File: src/rtl/eight_way_dispatch_scheduler_pkg.sv
// Shared definitions for the eight-way dispatch scheduler.
//   N_OUT         number of destination channels
//   SEL_W         width of a channel index
//   sched_state_t scheduler FSM encoding
//   sel_inc       next channel index, wrapping 7 -> 0
package dispatch_sched_pkg;

    localparam int unsigned N_OUT = 8;
    localparam int unsigned SEL_W = 3;

    typedef enum logic [1:0] {
        IDLE = 2'd0,
        HOLD = 2'd1,
        DROP = 2'd2
    } sched_state_t;

    function automatic logic [SEL_W-1:0] sel_inc(input logic [SEL_W-1:0] s);
        return s + 1'b1;
    endfunction

endpackage

File: src/rtl/eight_way_dispatch_scheduler_if.sv
// Producer/consumer bundle for the eight-way dispatch scheduler.
//   IN_VALID/IN_READY/IN_DATA/IN_DEST/MODE  producer side handshake and word
//   OUT_DATA/OUT_VALID/OUT_READY            eight-channel broadcast side
//   SELECT/BUSY/DROP_COUNT                  status
// master: the environment (producer + channels); slave: the scheduler.
interface eight_way_dispatch_scheduler_if
    import dispatch_sched_pkg::*;
#(
    parameter int unsigned DATA_W = 8,
    parameter int unsigned CNT_W  = 8
);

    logic              IN_VALID;
    logic              IN_READY;
    logic [DATA_W-1:0] IN_DATA;
    logic [SEL_W-1:0]  IN_DEST;
    logic              MODE;
    logic [DATA_W-1:0] OUT_DATA;
    logic [N_OUT-1:0]  OUT_VALID;
    logic [N_OUT-1:0]  OUT_READY;
    logic [SEL_W-1:0]  SELECT;
    logic              BUSY;
    logic [CNT_W-1:0]  DROP_COUNT;

    modport master (
        output IN_VALID, IN_DATA, IN_DEST, MODE, OUT_READY,
        input  IN_READY, OUT_DATA, OUT_VALID, SELECT, BUSY, DROP_COUNT
    );

    modport slave (
        input  IN_VALID, IN_DATA, IN_DEST, MODE, OUT_READY,
        output IN_READY, OUT_DATA, OUT_VALID, SELECT, BUSY, DROP_COUNT
    );

endinterface

File: src/rtl/eight_way_dispatch_scheduler_demux.sv
// 1-to-8 demultiplexer: routes IN to OUT[SELECT], all other outputs low.
//   IN      1  value to route
//   SELECT  3  output index
//   OUT     8  one-hot (or zero) result
module THREE_BITS_SELECT_EIGHT_DEMUX_MODULE (
    input  logic       IN,
    input  logic [2:0] SELECT,
    output logic [7:0] OUT
);

    always_comb begin
        OUT         = '0;
        OUT[SELECT] = IN;
    end

endmodule

File: src/rtl/eight_way_dispatch_scheduler_rr.sv
// Round-robin search: first index at or after PTR (mod 8) whose READY bit is set.
//   PTR    3  search start
//   READY  8  per-channel ready
//   IDX    3  chosen index (PTR when none ready)
//   FOUND  1  at least one READY bit set
module rr_next_ready_finder
    import dispatch_sched_pkg::*;
(
    input  logic [SEL_W-1:0] PTR,
    input  logic [N_OUT-1:0] READY,
    output logic [SEL_W-1:0] IDX,
    output logic             FOUND
);

    logic [2*N_OUT-1:0] ready_dbl;
    logic [N_OUT-1:0]   ready_rot;
    logic [SEL_W-1:0]   offset;

    // Rotate so PTR lands on bit 0, pick the lowest set bit, then add PTR back.
    assign ready_dbl = {READY, READY};
    assign ready_rot = ready_dbl[PTR +: N_OUT];

    always_comb begin
        offset = '0;
        for (int unsigned i = N_OUT; i > 0; i--) begin
            if (ready_rot[i-1]) begin
                offset = SEL_W'(i - 1);
            end
        end
    end

    assign IDX   = PTR + offset;
    assign FOUND = |READY;

endmodule

File: src/rtl/eight_way_dispatch_scheduler.sv
// Captures one word at a time from a single producer and presents it to one of
// eight channels (addressed or round-robin), holding it until that channel
// accepts or the wait limit expires, in which case the word is dropped and counted.
//   CLK, RESET   clock and synchronous active-high reset
//   bus (slave)  producer handshake, broadcast data, one-hot valid, status
// Parameters: DATA_W word width, TIMEOUT hold limit in cycles (0 = unlimited),
// CNT_W width of the saturating drop counter.
module eight_way_dispatch_scheduler
    import dispatch_sched_pkg::*;
#(
    parameter int unsigned DATA_W  = 8,
    parameter int unsigned TIMEOUT = 15,
    parameter int unsigned CNT_W   = 8
) (
    input  logic                          CLK,
    input  logic                          RESET,
    eight_way_dispatch_scheduler_if.slave bus
);

    localparam int unsigned WAIT_W = (TIMEOUT > 1) ? $clog2(TIMEOUT) : 1;

    sched_state_t      state_q, state_d;
    logic [DATA_W-1:0] data_q, data_d;
    logic [SEL_W-1:0]  sel_q, sel_d;
    logic [SEL_W-1:0]  rr_ptr_q, rr_ptr_d;
    logic              mode_q, mode_d;
    logic [WAIT_W-1:0] wait_q, wait_d;
    logic [CNT_W-1:0]  drop_cnt_q, drop_cnt_d;

    logic              in_ready;
    logic              busy;
    logic              accept;
    logic              timeout_hit;
    logic              holding;
    logic [SEL_W-1:0]  rr_idx;
    logic              rr_found;

    rr_next_ready_finder u_rr (
        .PTR   (rr_ptr_q),
        .READY (bus.OUT_READY),
        .IDX   (rr_idx),
        .FOUND (rr_found)
    );

    assign holding     = (state_q == HOLD);
    assign accept      = holding && bus.OUT_READY[sel_q];
    // The final wait slot is the count TIMEOUT-1; accept in that slot still wins.
    assign timeout_hit = (TIMEOUT != 0) && (wait_q == WAIT_W'(TIMEOUT - 1));

    THREE_BITS_SELECT_EIGHT_DEMUX_MODULE u_demux (
        .IN     (holding),
        .SELECT (sel_q),
        .OUT    (bus.OUT_VALID)
    );

    // State register
    always_ff @(posedge CLK) begin
        if (RESET) begin
            state_q <= IDLE;
        end else begin
            state_q <= state_d;
        end
    end

    // Next-state logic
    always_comb begin
        state_d = state_q;
        case (state_q)
            IDLE: if (bus.IN_VALID) state_d = HOLD;
            HOLD: begin
                if (accept) begin
                    state_d = IDLE;
                end else if (timeout_hit) begin
                    state_d = DROP;
                end
            end
            DROP:    state_d = IDLE;
            default: state_d = IDLE;
        endcase
    end

    // FSM outputs
    always_comb begin
        in_ready = 1'b0;
        busy     = 1'b1;
        if (state_q == IDLE) begin
            in_ready = 1'b1;
            busy     = 1'b0;
        end
    end

    // Datapath next-state
    always_comb begin
        data_d     = data_q;
        sel_d      = sel_q;
        rr_ptr_d   = rr_ptr_q;
        mode_d     = mode_q;
        wait_d     = wait_q;
        drop_cnt_d = drop_cnt_q;
        case (state_q)
            IDLE: begin
                if (bus.IN_VALID) begin
                    data_d = bus.IN_DATA;
                    mode_d = bus.MODE;
                    wait_d = '0;
                    if (bus.MODE) begin
                        sel_d = rr_found ? rr_idx : rr_ptr_q;
                    end else begin
                        sel_d = bus.IN_DEST;
                    end
                end
            end
            HOLD: begin
                if (accept) begin
                    if (mode_q) begin
                        rr_ptr_d = sel_inc(sel_q);
                    end
                end else if (!timeout_hit && (TIMEOUT != 0)) begin
                    wait_d = wait_q + 1'b1;
                end
            end
            DROP: begin
                if (drop_cnt_q != '1) begin
                    drop_cnt_d = drop_cnt_q + 1'b1;
                end
            end
            default: ;
        endcase
    end

    // Datapath registers
    always_ff @(posedge CLK) begin
        if (RESET) begin
            data_q     <= '0;
            sel_q      <= '0;
            rr_ptr_q   <= '0;
            mode_q     <= 1'b0;
            wait_q     <= '0;
            drop_cnt_q <= '0;
        end else begin
            data_q     <= data_d;
            sel_q      <= sel_d;
            rr_ptr_q   <= rr_ptr_d;
            mode_q     <= mode_d;
            wait_q     <= wait_d;
            drop_cnt_q <= drop_cnt_d;
        end
    end

    assign bus.IN_READY   = in_ready;
    assign bus.BUSY       = busy;
    assign bus.OUT_DATA   = data_q;
    assign bus.SELECT     = sel_q;
    assign bus.DROP_COUNT = drop_cnt_q;

endmodule

File: src/flat_wrapper.sv
// flat-port wrapper written by rule: the top's interface ports become plain ports
module eight_way_dispatch_scheduler_flat import dispatch_sched_pkg::*;
#(
    parameter int unsigned DATA_W  = 8,
    parameter int unsigned TIMEOUT = 15,
    parameter int unsigned CNT_W   = 8
)
  (CLK, RESET, bus_IN_VALID, bus_IN_DATA, bus_IN_DEST, bus_MODE, bus_OUT_READY, bus_IN_READY, bus_OUT_DATA, bus_OUT_VALID, bus_SELECT, bus_BUSY, bus_DROP_COUNT);
  eight_way_dispatch_scheduler_if #(.DATA_W(DATA_W), .CNT_W(CNT_W)) bus_i ();
  input  logic CLK;
  input  logic RESET;
  input wire logic [$bits(bus_i.IN_VALID)-1:0] bus_IN_VALID;
  input wire logic [$bits(bus_i.IN_DATA)-1:0] bus_IN_DATA;
  input wire logic [$bits(bus_i.IN_DEST)-1:0] bus_IN_DEST;
  input wire logic [$bits(bus_i.MODE)-1:0] bus_MODE;
  input wire logic [$bits(bus_i.OUT_READY)-1:0] bus_OUT_READY;
  output wire logic [$bits(bus_i.IN_READY)-1:0] bus_IN_READY;
  output wire logic [$bits(bus_i.OUT_DATA)-1:0] bus_OUT_DATA;
  output wire logic [$bits(bus_i.OUT_VALID)-1:0] bus_OUT_VALID;
  output wire logic [$bits(bus_i.SELECT)-1:0] bus_SELECT;
  output wire logic [$bits(bus_i.BUSY)-1:0] bus_BUSY;
  output wire logic [$bits(bus_i.DROP_COUNT)-1:0] bus_DROP_COUNT;
  assign bus_i.IN_VALID = bus_IN_VALID;
  assign bus_i.IN_DATA = bus_IN_DATA;
  assign bus_i.IN_DEST = bus_IN_DEST;
  assign bus_i.MODE = bus_MODE;
  assign bus_i.OUT_READY = bus_OUT_READY;
  assign bus_IN_READY = bus_i.IN_READY;
  assign bus_OUT_DATA = bus_i.OUT_DATA;
  assign bus_OUT_VALID = bus_i.OUT_VALID;
  assign bus_SELECT = bus_i.SELECT;
  assign bus_BUSY = bus_i.BUSY;
  assign bus_DROP_COUNT = bus_i.DROP_COUNT;
  eight_way_dispatch_scheduler #(.DATA_W(DATA_W), .TIMEOUT(TIMEOUT), .CNT_W(CNT_W)) u_core (.CLK(CLK), .RESET(RESET), .bus(bus_i));
endmodule
File: config.mk
export PLATFORM = sky130hd
export DESIGN_NAME = eight_way_dispatch_scheduler_flat
export DESIGN_NICKNAME = d
export VERILOG_FILES = /design/src/rtl/eight_way_dispatch_scheduler_pkg.sv /design/src/rtl/eight_way_dispatch_scheduler_if.sv /design/src/rtl/eight_way_dispatch_scheduler_demux.sv /design/src/rtl/eight_way_dispatch_scheduler_rr.sv /design/src/rtl/eight_way_dispatch_scheduler.sv /design/src/flat_wrapper.sv
export SDC_FILE = /design/constraint.sdc
export NUM_CORES = 1
export LEC_CHECK = 0
export BUFFER_PORTS_ARGS = -buffer_cell sky130_fd_sc_hd__buf_2
export CORE_MARGIN = 3
export CORE_UTILIZATION = 38
export DETAILED_ROUTE_END_ITERATION = 10
export GPL_TIMING_DRIVEN = 0
export SLEW_MARGIN = 20
export SYNTH_ARGS = -nofsm -noshare
export SYNTH_HDL_FRONTEND = slang
export SYNTH_SLANG_ARGS = --single-unit
File: constraint.sdc
create_clock -name CLK -period 6.92 [get_ports CLK]
set_clock_uncertainty 0.1 [all_clocks]
set_input_delay 0.692 -clock CLK [delete_from_list [all_inputs] [get_ports CLK]]
set_output_delay 0.692 -clock CLK [all_outputs]
set_load 0.02 [all_outputs]
==> results of run 1 <==
==> cell families after synthesis <==
| group | share of synthesized area |
|---|---|
| buffers and inverters | 0.0466 |
| XOR/XNOR | 0.0447 |
| adder cells (fa/ha/maj) | 0.0422 |
| flip-flops | 0.296 |
| multiplexers | 0.125 |
| AND/OR/NAND/NOR | 0.266 |
| AO/OA/AOI/OAI | 0.178 |
==> layout by cell type, fill, tap and decap left out, types with 7 or more instances in the layout <==
cell type,n
sky130_fd_sc_hd__a21oi_1,25
sky130_fd_sc_hd__buf_2,52
sky130_fd_sc_hd__dfxtp_1,29
sky130_fd_sc_hd__clkbuf_1,11
sky130_fd_sc_hd__nor3_1,7
sky130_fd_sc_hd__mux2i_1,11
sky130_fd_sc_hd__nor2_1,32
sky130_fd_sc_hd__xor2_1,8
sky130_fd_sc_hd__nand2_1,39
==> metrics by stage <==
step | hold WS (ps) | cell area (um2) | setup slack, ps
floorplan | 337 | 1960 | 3340
global placement | 343 | 2300 | 2950
detailed placement | 349 | 2300 | 2930
CTS | 358 | 2380 | 3160
global route | 366 | 2380 | 2920
finish | 353 | 2380 | 3130
==> worst max-delay path by stage <==
stage	start	end	slack [ps]	cells past startpoint
CTS	u_core.rr_ptr_q[0]	u_core.bus.SELECT[2]	3160	15
global route	u_core.rr_ptr_q[0]	u_core.bus.SELECT[2]	2920	15
global placement	bus_OUT_READY[5]	u_core.bus.SELECT[2]	2950	14
finish	u_core.rr_ptr_q[0]	u_core.bus.SELECT[2]	3130	15
floorplan	bus_OUT_READY[5]	u_core.bus.SELECT[2]	3340	13
detailed placement	bus_OUT_READY[5]	u_core.bus.SELECT[2]	2930	14
==> metal layers <==
| layer | vias up | wire (um) | global-route usage |
|---|---|---|---|
| li1 | 996 | - | - |
| met1 | 872 | 2350 | 0.238 |
| met2 | 47 | 2280 | 0.259 |
| met3 | 8 | 240 | 0.0360 |
| met4 | 0 | 79 | 0.0730 |
| met5 | - | 0 | 0 |
==> area by class of cell <==
type	count	area [um2]	share of cell area
Buffer	13	65.1	0.0273
Clock buffer	7	86.3	0.0362
Inverter	7	26.3	0.0110
Multi-Input combinational cell	198	1290	0.540
Sequential cell	29	581	0.244
Tap cell	67	83.8	0.0352
Timing Repair Buffer	51	255	0.107
==> report_power, final <==
part	switching, uW	internal [uW]	total (uW)
logic	48.2	30.4	78.6
clock network	60.9	78.7	140
registers	4.48	173	177
==> sequential cells by signal (all words and copies together) (netlist names) <==
signal	cells
u_core.bus.SELECT	3
u_core.mode_q	1
u_core.bus.DROP_COUNT	8
u_core.wait_q	4
u_core.bus.OUT_DATA	8
u_core.state_q	2
u_core.rr_ptr_q	3
==> critical path, delay by kind of cell (launching register included) <==
family	cells	cell delay, ps
compound gates	7	1130
simple gates	2	600
fa+ha+maj	2	590
mux	1	530
buf+inv	3	360
flops	1	350
==> results.txt, run 1 <==
The worst register-to-register path begins at u_core.rr_ptr_q[0]. The clock network latency to the later pin of the worst-skew pair came out at 280 ps. Summed over all instances, the cell type with the most area after synthesis is sky130_fd_sc_hd__dfxtp_1.

Measured on the finished design, the core utilization comes to 0.492. The count of max-cap constraint violations is 0. For this run, the post-layout net count is 334. The startpoint identified for the worst hold timing path is u_core.bus.OUT_DATA[1].

The endpoint identified for the worst register-to-register timing path is u_core.bus.SELECT[2]. The run finished with clean final reports. Among all cell types in the netlist, the one instantiated most often is sky130_fd_sc_hd__nand2_1. The length of the first detailed-routing pass in iterations came out at 4.

The first-pass GRT wire length came out at 8500 um. The share of the clock period used by the worst path is 0.548. The count of unique library cells instantiated by Yosys came out at 43.

Setup repair after global routing left no endpoint under its margin. For hold timing, the worst endpoint is u_core.bus.OUT_DATA[1]. The count of buffers added on input and output ports is 51. The final non-filler cell total is 372. In this run, CTS created clock tree buffers numbering 5. The ratio of total power to cell area is 166 mW/mm2. The cell count after synthesis is 247. The worst relative slew slack is 0.506. The number of flops mapped to enable cells by yosys came out at 0. The post-detailed-routing wire length is 4950 um.

For this run, the leading register cell type out of synthesis is sky130_fd_sc_hd__dfxtp_1. In this run the number of H-tree levels came out at 2. The post-CTS setup buffer count came out at 0.

Clock tree synthesis found a total of 29 sinks. The chip width came out at 77.8 um. The number of storage elements in the synthesis netlist is 29. After global routing the overflow that remains totals 0. The commonest cells after synthesis are sky130_fd_sc_hd__nand2_1, sky130_fd_sc_hd__nor2_1, sky130_fd_sc_hd__dfxtp_1. The worst setup path is launched from a register. The total die area came out at 0.00605 mm2. The number of hold violations in the final report came out at 0. The largest net degree at the start of global routing came out at 11. The number of gates given a new drive strength after cts is 0.

In the global route stage, overall resource usage came out at 0.172. In this run the register-to-register setup slack is 3130 ps. For this design the top-level I/O count stands at 52. The HPWL after detailed placement came out at 3780 um. In this run the core area contains 25 standard-cell rows.

For this design the static power due to leakage is 0.000989 uW. The tree is rooted in a sky130_fd_sc_hd__clkbuf_8. The synthesized net count is 276. The via count of the first global-routing pass is 1809.

TritonCTS built the clock tree. Summed over all failing endpoints, the final setup total negative slack is 0 ps. The required time at the endpoint of the critical path is 6960 ps. The overall die height is 77.8 um. By startpoint and endpoint, the worst setup path is classified as register to register. The number of buffers inserted for hold repair after clock tree synthesis is 0. The post-layout total power came out at 395 uW. At the pin with the least slew margin, the transition time is 737 ps. Of all nets on the critical path, the largest fanout is 10. The core region is 0.00485 mm2. After synthesis, the share of flip-flops with an asynchronous set or reset is 0.

After synthesis, the cell types taking the most area are sky130_fd_sc_hd__dfxtp_1, sky130_fd_sc_hd__nand2_1, sky130_fd_sc_hd__mux4_2. Walking the worst path, the cells encountered are buf_6 > buf_6 > mux4_2 > nand2_1 > o31ai_1 > o31ai_1 > o21ai_1 > a21oi_1 > a21o_1 > ha_1 > inv_1 > fa_1 > or4_1 > a21oi_1 > o32ai_2. The last weighted congestion value of the routability-driven placer came out at 0.796. After detailed routing, the number of remaining DRC violations is 0. Fill cells in the final layout number 510. The final count of pins violating max slew is 0. In the routed layout, each cell is associated on average with a via count of 5.17. The count of yosys warnings during synthesis came out at 0. The worst hold path passes through 2 cells. The number of antenna violations at the first check in global routing is 0.

Measured in cells, the most critical reg-to-reg path has a length of 15. The via count of the routed design came out at 1923. The maximum resistive drop on vdd is 0.101 mV. The biggest cell delay along the critical path came out at 530 ps. The share of the Yosys chip area taken by registers is 0.296. The fmax is 264 MHz.

The antenna violation net count after detailed routing came out at 0. Dividing the synthesized area by the synthesized cell count gives 7.93 um2. The post-synthesis cell area came out at 0.00196 mm2. 0 antenna diodes ended up in the layout. The initial cell density of the core is 0.404.

The arrival time reported for the critical path endpoint is 3840 ps. The clock period could shrink to 3790 ps. The area growth from synthesis to layout came out at 21.7%. STA classifies the critical path endpoint as a register.

The slowest stage of the critical path is the sky130_fd_sc_hd__mux4_2 cell. The detailed router finished its first iteration with 91 violations. The number of buffers between clock root and the deepest sink is 2.

In the final routed layout, each cell accounts on average for 13.3 um. The share of final-layout standard cells stronger than drive strength 1 is 0.236. The post-placement cell count is 365.

The tightest min-delay check is of the register to register type. Clock-pin slew was measured on the worst setup and hold paths at 60 ps. The share of Yosys cell area claimed by the top area cell type is 0.296. The total of endpoints with negative setup slack in the final report is 0.
No activity file was read; power rests on OpenSTA's default activity.
==> run 2, diff against run 1 <==
Clock period 6.92 ns to 3.7 ns, I/O delays scaled along.
==> results.txt, run 2 (synthesis gave the netlist of run 1 again) <==
The flow ran to the end, and the final reports show no timing, DRC or antenna violations. The TritonCTS clock tree is yes. The maximum resistive drop on vdd is 0.189 mV (+87%). The total clock buffers created by CTS came to 5 (unchanged). The last weighted congestion value of the routability-driven placer came out at 0.796 (unchanged). The remaining global-route overflow is 0 (unchanged). The fmax is 289 MHz (+9.6%). The root buffer cell is sky130_fd_sc_hd__clkbuf_8. The ratio of total power to cell area came out at 302 mW/mm2 (+82%). The end-of-flow core utilization came out at 0.508 (+0.0168).

The number of top-level design ports came to 52 (unchanged). The setup slack on the worst flop-to-flop path came out at 240 ps (-2890 ps). The power spent charging and discharging nets came out at 215 uW (+89%). The smallest hold slack came to 222 ps (-131 ps). The most critical setup path has its endpoint at u_core.bus.SELECT[2]. The HPWL after detailed placement is 3780 um (unchanged). The initial cell density of the core is 0.404 (unchanged). The library cells used most frequently in the layout, excluding fill and tap cells, are sky130_fd_sc_hd__buf_2, sky130_fd_sc_hd__nand2_1, sky130_fd_sc_hd__nor2_1, sky130_fd_sc_hd__dfxtp_1, sky130_fd_sc_hd__a21oi_1. The area of the core region is 0.00485 mm2 (unchanged). The final count of pins violating max slew came to 0 (unchanged). The antenna violation net count after detailed routing is 0 (unchanged).

The critical path startpoint is u_core.rr_ptr_q[0]. The startpoint identified for the worst register-to-register timing path is u_core.rr_ptr_q[0]. The share of the clock period used by the worst path was 0.936 (+0.388). The count of inserted antenna diode cells is 0 (unchanged). The deepest level of the CTS H-tree is 2 (unchanged). The internal power is 530 uW (+88%). The clock sink total is 29 (unchanged).

The part of the power in the clock network came to 0.350 (-0.003). The via count of the first global-routing pass is 1810 (+0.055%). The fill cell total of the finished layout came to 496 (-2.7%).

The total of endpoints with negative setup slack in the final report came out at 0 (unchanged). The chip width came out at 77.8 um (unchanged). The required time at the endpoint of the critical path was 3740 ps (-3220 ps).

The overall die height is 77.8 um (unchanged). The length of the first detailed-routing pass in iterations is 4 (unchanged). The number of antenna violations at the first check in global routing came to 0 (unchanged). The peak fanout along the critical path came out at 7 (-3). STA classifies the critical path startpoint as a register. The clock transition at the register clock pins on the worst setup and hold paths after CTS is 60 ps (about the same). The floorplan row count is 25 (unchanged). The endpoint of the most critical register-to-register path is u_core.bus.SELECT[2]. The path type of the worst setup path is register to register.

The worst relative slew slack came out at 0.525 (+0.0186). The number of hold violations in the final report is 0 (unchanged). The count of max-cap constraint violations is 0 (unchanged).

The share of final-layout standard cells stronger than drive strength 1 is 0.269 (+0.0325). The ratio of routed vias to standard cells came to 5.15 (-0.29%). The area growth from synthesis to layout came out at 25.9%.

The clock network latency to the later pin of the worst-skew pair came out at 280 ps (about the same). The count of port buffers added during placement came to 51 (unchanged). The final period demand of the worst path is 3460 ps (-331 ps). The worst reg-to-reg path cell count is 14 (-1). The via count of the routed design is 1938 (+0.78%).

The DRC marker count from the first detailed-route iteration came out at 102 (+12%). The number of buffers inserted for hold repair after clock tree synthesis came out at 0 (unchanged). STA classifies the critical path endpoint as a register.

The total die area was 0.00605 mm2 (unchanged). The number of buffers between clock root and the deepest sink came out at 2 (unchanged). The post-detailed-routing wire length was 5100 um (+3.1%).

The sequential cell fraction of total power is 0.445 (-0.003). The arrival time reported for the critical path endpoint is 3500 ps (-340 ps). Setup repair after global routing left no endpoint under its margin.

The first-pass GRT wire length came out at 8520 um (+0.25%). The largest net degree at the start of global routing came out at 11 (unchanged). The layout net count came out at 338 (+1.2%). The overall track demand over capacity in global routing came out at 0.173 (+0.000488). The most common cell after layout, fill and taps aside is sky130_fd_sc_hd__buf_2. The share of total power in combinational logic is 0.205 (+0.006). The number of DRC violations after detailed routing is 0 (unchanged).

The classification of the worst-slack hold path is primary input to register. The wire length per cell is 13.6 um (+2.0%). The slew at the pin with the worst max-slew slack is 709 ps (-27.7 ps). The static leakage power is 0.00102 uW (+3.6%). The net switching share of the total power came out at 0.288 (+0.00103).
[run 2: cell count changes in the layout (fill, tap and decap cells not counted), moves of 2 or more]
cell / before / now
sky130_fd_sc_hd__buf_4: 0 / 4
sky130_fd_sc_hd__o21ai_0: 4 / 2
sky130_fd_sc_hd__o21ai_1: 1 / 3
sky130_fd_sc_hd__o221ai_1: 3 / 1
sky130_fd_sc_hd__o221ai_2: 0 / 2
[run 2: timing repair]
item	in CTS	in global routing
setup endpoints to repair	1	1
gates resized for setup	1	9
setup buffers	0	5
pin swaps	1	7
[run 2: area by class of cell]
type	count	area, um2	area share
timing repair buffer	56	305	0.124
tap	67	83.8	0.0340
inverter	7	26.3	0.0107
clock buffer	7	86.3	0.0350
sequential	29	582	0.236
multi-input combinational	198	1320	0.534
buffer	12	65.1	0.0264
[run 2: per-layer routing]
layer	vias to the layer above	track usage	wire (um)
li1	1004	-	-
met1	880	0.238	2450
met2	42	0.260	2320
met3	12	0.0360	229
met4	0	0.0730	102
met5	-	0	0
[run 2: worst min-delay path by stage]
stage                                 from                     end  slack [ps]  depth (start not counted)
floorplan                    u_core.mode_q           u_core.mode_q         340                          2
global placement    u_core.bus.OUT_DATA[2]  u_core.bus.OUT_DATA[2]         340                          2
detailed placement  u_core.bus.OUT_DATA[4]  u_core.bus.OUT_DATA[4]         350                          2
CTS                         bus_IN_DATA[6]  u_core.bus.OUT_DATA[6]         220                          3
global route                bus_IN_DATA[6]  u_core.bus.OUT_DATA[6]         240                          3
finish                      bus_IN_DATA[6]  u_core.bus.OUT_DATA[6]         220                          3
[run 2: critical path: stages (launching register included)]
cell                       delay (ps)
sky130_fd_sc_hd__dfxtp_2          340
sky130_fd_sc_hd__buf_6            130
sky130_fd_sc_hd__mux4_2           560
sky130_fd_sc_hd__o221ai_2         200
sky130_fd_sc_hd__a21oi_1           70
sky130_fd_sc_hd__o31ai_1          280
sky130_fd_sc_hd__o21ai_1          130
sky130_fd_sc_hd__a21oi_1          140
sky130_fd_sc_hd__a21o_1           140
sky130_fd_sc_hd__ha_1             140
sky130_fd_sc_hd__inv_1             50
sky130_fd_sc_hd__fa_2             360
sky130_fd_sc_hd__or4_4            440
sky130_fd_sc_hd__a21oi_4          160
sky130_fd_sc_hd__o32ai_2           90
[run 2: through the flow]
step | worst slack, ps | power [uW] | cells | TNS (ps) | cell area (um2)
finish | 238 | 745 | 376 | 0 | 2460
global route | 55.5 | 783 | 376 | 0 | 2460
CTS | 12.5 | 748 | 372 | 0 | 2390
detailed placement | -21.1 | 486 | 365 | -21.1 | 2300
global placement | -15.2 | 485 | 365 | -15.2 | 2300
floorplan | 279 | 434 | 247 | 0 | 1960
[run 2: power groups by stage]
stage               clock network [uW]  registers (uW)  logic, uW
floorplan                            0             346       88.2
global placement                     0             338        147
detailed placement                   0             339        147
CTS                                268             332        148
global route                       279             333        171
finish                             261             332        153
